File: src/rtl/divider_unsigned_seq.sv
// rtl/divider_unsigned_seq.sv - iterative restoring unsigned divider, one quotient bit per clock
// Quotient bits shift into the dividend register as dividend bits shift out into the partial remainder.
module divider_unsigned_seq #(
   parameter int WIDTH = 32,
   parameter int CNT_W = $clog2(WIDTH) + 1
) (
   input  logic             clk,
   input  logic             rst_n,
   input  logic             i_valid,
   output logic             o_ready,
   input  logic [WIDTH-1:0] i_dividend,
   input  logic [WIDTH-1:0] i_divisor,
   output logic             o_valid,
   input  logic             i_ready,
   output logic [WIDTH-1:0] o_quotient,
   output logic [WIDTH-1:0] o_remainder,
   output logic             o_busy
);

   typedef enum logic [1:0] {
      S_IDLE,
      S_RUN,
      S_DONE
   } state_t;

   state_t           state;
   state_t           state_nxt;
   logic [WIDTH-1:0] q;
   logic [WIDTH-1:0] rem;
   logic [WIDTH-1:0] dvs;
   logic [CNT_W-1:0] cnt;
   logic [WIDTH:0]   rem_sh;
   logic [WIDTH:0]   diff;

   // The remainder stays below the divisor, so the borrow bit of the
   // trial subtraction alone decides whether the divisor fits.
   assign rem_sh = {rem, q[WIDTH-1]};
   assign diff   = rem_sh - {1'b0, dvs};

   always_ff @(posedge clk or negedge rst_n) begin
      if (!rst_n) begin
         state <= S_IDLE;
      end else begin
         state <= state_nxt;
      end
   end

   always_comb begin
      state_nxt = state;
      case (state)
         S_IDLE: if (i_valid) state_nxt = S_RUN;
         S_RUN:  if (cnt == CNT_W'(WIDTH - 1)) state_nxt = S_DONE;
         S_DONE: if (i_ready) state_nxt = S_IDLE;
         default: state_nxt = S_IDLE;
      endcase
   end

   always_comb begin
      o_ready     = (state == S_IDLE);
      o_busy      = (state == S_RUN);
      o_valid     = (state == S_DONE);
      o_quotient  = '0;
      o_remainder = '0;
      if (state == S_DONE) begin
         o_quotient  = q;
         o_remainder = rem;
      end
   end

   always_ff @(posedge clk or negedge rst_n) begin
      if (!rst_n) begin
         q   <= '0;
         rem <= '0;
         dvs <= '0;
         cnt <= '0;
      end else begin
         case (state)
            S_IDLE: begin
               if (i_valid) begin
                  q   <= i_dividend;
                  dvs <= i_divisor;
                  rem <= '0;
                  cnt <= '0;
               end
            end
            S_RUN: begin
               q   <= {q[WIDTH-2:0], ~diff[WIDTH]};
               rem <= diff[WIDTH] ? rem_sh[WIDTH-1:0] : diff[WIDTH-1:0];
               cnt <= cnt + CNT_W'(1);
            end
            default: begin
            end
         endcase
      end
   end

endmodule

File: config.mk
export PLATFORM = sky130hd
export DESIGN_NAME = divider_unsigned_seq
export DESIGN_NICKNAME = d
export VERILOG_FILES = /design/src/rtl/divider_unsigned_seq.sv
export SDC_FILE = /design/constraint.sdc
export NUM_CORES = 1
export LEC_CHECK = 0
export BUFFER_PORTS_ARGS = -buffer_cell sky130_fd_sc_hd__buf_2
export CAP_MARGIN = 10
export CORE_MARGIN = 5
export CORE_UTILIZATION = 25
export CTS_CLUSTER_SIZE = 25
export DETAILED_ROUTE_END_ITERATION = 12
export SLEW_MARGIN = 15
export SYNTH_ARGS = -nofsm -noshare
export SYNTH_HDL_FRONTEND = slang
export SYNTH_SLANG_ARGS = --single-unit
File: constraint.sdc
create_clock -name clk -period 2.8 [get_ports clk]
set_input_delay 0.28 -clock clk [delete_from_list [all_inputs] [get_ports clk]]
set_output_delay 0.28 -clock clk [all_outputs]
set_load 0.02 [all_outputs]
==> key figures <==
Run status
  – Outcome: finished, violations left
  – Failing checks: negative setup slack

Hold path
  – Critical hold path startpoint: i_divisor[27]
  – Hold crit path type: in -> reg
  – Worst Hold End: dvs[27]$_DFFE_PN0P_
  – Worst Hold Path Cells: 3

Drt
  – DRT iter0 DRCs: 344
  – DRT Pass-1 Iters: 5
  – Routed Wire Length: 19,500 µm
  – Routed len/inst: 14.8 µm
  – DR vias/cell: 4.63
  – DR DRC count: 0
  – Routed vias: 6,105
  – ANT nets after route: 0

Yosys
  – Synth unique cells: 54
  – Post-Syn Instances: 785
  – Cells taking the most area after synthesis: dfrtp_1 40%, and2_1 6.6%, ha_1 6.3%
  – Yosys reg bits: 104
  – Largest family of logic cells by synthesized area: simple AND/OR/NAND/NOR gates
  – Adder-cell share of the synthesized area: 6.57%
  – Synth warn: 0
  – Sequential fraction of the synthesis area: 39.5%
  – Syn_area_per_cell: 8.39 µm²
  – Cell taking the most area after synthesis: dfrtp_1
  – Mux contribution to synthesized area: 3.88%
  – Post-synthesis xor/xnor area fraction: 3.59%
  – Top FF cell, synth: dfrtp_1
  – Synth Cell Area: 0.00659 mm²
  – Post-synth EDFFs: 0
  – Async SR Flop Fraction: 100%
  – Post-synthesis simple-gate area fraction: 21.0%
  – Syn Nets: 887
  – Yosys top cell area share: 39.5%
  – Compound-Gate Fraction of Synth Area: 19.7%

Placement
  – Routability congestion estimate: 0.808
  – Port Buf Inserts: 134
  – Placed cell area: 0.00822 mm²
  – Placed Cells: 1,296
  – Dpl ws: -301 ps
  – Final HPWL DP: 14,200 µm

Critical path
  – Startpoint types: flip-flop
  – Critical path arrival: 3250 ps
  – Slowest stage cell, crit path: a311o_2
  – CP Max Fanout: 4
  – Worst setup EP type: flip-flop
  – CP delay by family, top: compound AO/OA/AOI/OAI gates
  – CP peak stage delay: 450 ps
  – Worst Path Buf+Inv: 1
  – R2R Path End: rem[0]$_DFFE_PN0P_
  – Reg-to-reg startpoint: rem[10]$_DFFE_PN0P_
  – Critical Path RT: 3090 ps
  – CP cell instances: ha_1 > and3_1 > and3_1 > nand3_2 > a2111oi_4 > o211ai_1 > and2_1 > a311o_2 > buf_4 > mux2_4 > o21ai_2
  – FF-to-FF path depth: 11
  – Cell mode on critical path: and3_1
  – FF-to-FF setup slack: -160 ps
  – Critical path class: reg -> reg

Clocking
  – # H-tree levels: 3
  – CTS tree: built
  – Clk sinks: 104
  – Clock-pin slew on the worst setup and hold paths: 80 ps
  – Clk root buf: clkbuf_16
  – Clock Latency Late Sink: 360 ps
  – Number of buffers created by CTS: 9
  – CTS Buffer Depth: 2

GRT
  – Tot GR Track Use: 13.2%
  – Gr ovfl total: 0
  – First-pass GRT wire length: 31,700 µm
  – Number of global-route vias before repair: 6,156
  – Initial antenna violation count: 1
  – Largest net degree at the start of global routing: 83

Floorplanning
  – Die Y: 172 µm
  – Row Count: 59
  – Die ar.: 0.0297 mm²
  – Initial Utilization: 25.3%
  – Horiz. Die Dim: 172 µm
  – IO Pins: 135
  – Area of the core: 0.0260 mm²

STA
  – Max Slew Vio Count: 0
  – Worst Max-Slew Pin Slew: 799 ps
  – Hold Vio Cnt, Final: 0
  – Rel. slew slack: 46.8%
  – Final Skew: 9.64 ps
  – Max Fclk: 337 MHz
  – Unrepaired setup endpoints after global routing: yes
  – Post-layout worst setup margin: -163 ps
  – Final setup viols: 32
  – Final period util: 106%
  – Min Tclk post-route: 2960 ps

Pwr
  – LEAKAGE: 4.23 nW
  – VDD IR max: 0.000661 V
  – Pwr/cell area: 1490 mW/mm²

Finish
  – Design area: 0.00872 mm²
  – Post-route insts no fill: 1,318
  – Filler Cell Count: 2,764
  – Diodes inserted: 0
  – Layout Utilization: 33.6%
  – Layout cells sized above 1: 27.9%
  – Layout area overhead: 32.5%
  – Nets: 1,080

Job
  – Max cap viols: 0
==> where the power goes <==
group	switching [mW]	leakage (nW)	total, mW	internal [mW]
Clock	0.665	0.141	1.30	0.634
Combinational	4.46	2.88	8.80	4.35
Sequential	0.517	1.21	2.87	2.35
Total	5.64	4.23	13.0	7.33
==> area by class of cell <==
type                            count  area [µm²]  area share [%]
Inverter                           46         173            1.98
Timing Repair Buffer              230        1450            16.6
Clock buffer                        9         225            2.58
Clock inverter                      7        73.8           0.846
Tap cell                          335         419            4.81
Sequential cell                   104        2600            29.8
Multi-Input combinational cell    587        3780            43.3
==> layer usage <==
| layer | GRT usage, % | wire length (µm) | vias to the layer above | part of all wire, % |
|---|---|---|---|---|
| met2 | 22.5 | 9270 | 132 | 48 |
| met4 | 2.56 | 172 | 2 | 0.88 |
| met3 | 2.99 | 1100 | 15 | 5.7 |
| li1 | - | - | 3100 | - |
| met1 | 17.3 | 8920 | 2856 | 46 |
| met5 | 0 | 11 | - | 0.056 |
==> cell usage after synthesis (14+ instances only) <==
cell,n
clkbuf_1,35
xnor2_1,19
dfrtp_1,104
ha_1,33
nand3_1,38
nand2_1,110
a22oi_1,18
o22ai_1,14
and2_1,69
inv_1,45
o21ai_0,74
mux2i_1,24
nor2_1,49
a21oi_1,28
==> how the worst max path moves through the flow <==
stage                           to  depth (start not counted)                start
5_1_grt         rem[0]$_DFFE_PN0P_                         13   dvs[0]$_DFFE_PN0P_
3_5_place_dp   rem[18]$_DFFE_PN0P_                         14    q[31]$_DFFE_PN0P_
3_3_place_gp   rem[23]$_DFFE_PN0P_                         14    q[31]$_DFFE_PN0P_
6_report        rem[0]$_DFFE_PN0P_                         11  rem[10]$_DFFE_PN0P_
2_1_floorplan  rem[29]$_DFFE_PN0P_                         13  rem[12]$_DFFE_PN0P_
4_1_cts        rem[18]$_DFFE_PN0P_                         13   dvs[0]$_DFFE_PN0P_
==> through the flow <==
stage	total power, mW	hold slack (ps)	TNS, ps
floorplan	8.40	-15.6	-106
global placement	11.0	297	-4640
detailed placement	11.2	294	-7610
CTS	12.6	107	-5690
global route	14.2	121	-7650
finish	13.0	116	-3190
==> logic make-up after synthesis <==
kind of cell             after synthesis
multiplexers                          25
AO/OA/AOI/OAI                        210
XOR/XNOR                              27
AND/OR/NAND/NOR                      291
adder cells (fa/ha/maj)               34
flip-flops                           104
buffers and inverters                 94
==> flip-flops by register name, indices dropped and copies added, names as in the netlist <==
| signal | count |
|---|---|
| state | 2 |
| cnt | 6 |
| q | 32 |
| dvs | 32 |
| rem | 32 |
==> repair_timing <==
action	CTS	global route
hold buffers	1	0
gates cloned	0	0
setup buffers	1	4
pin swaps	2	7
setup endpoints to repair	33	33
resized for setup	11	25
hold endpoints to repair	37	0
==> layout by cell type (no fill, tap or decap), drive strengths merged, types with 7 or more instances in the layout <==
master	netlist	routed
buf	13	229
nand2	110	110
dfrtp	104	104
o21ai	86	86
and2	69	69
nor2	49	49
inv	45	49
nand3	38	38
ha	33	33
a21oi	28	28
mux2i	24	24
xnor2	19	19
a22oi	18	18
o22ai	14	14
a21o	12	12
nand4	9	9
clkbuf	35	9
o211ai	8	8
xor2	8	8
o21a	7	7
==> worst register-to-register path, delay by kind of cell, from the launching register on <==
family | cells | cell delay [ps]
compound gates | 4 | 1030
fa+ha+maj | 1 | 350
buf+inv | 1 | 160
flops | 1 | 380
mux | 1 | 290
simple gates | 4 | 690
Power figures use the tool's default switching activity.
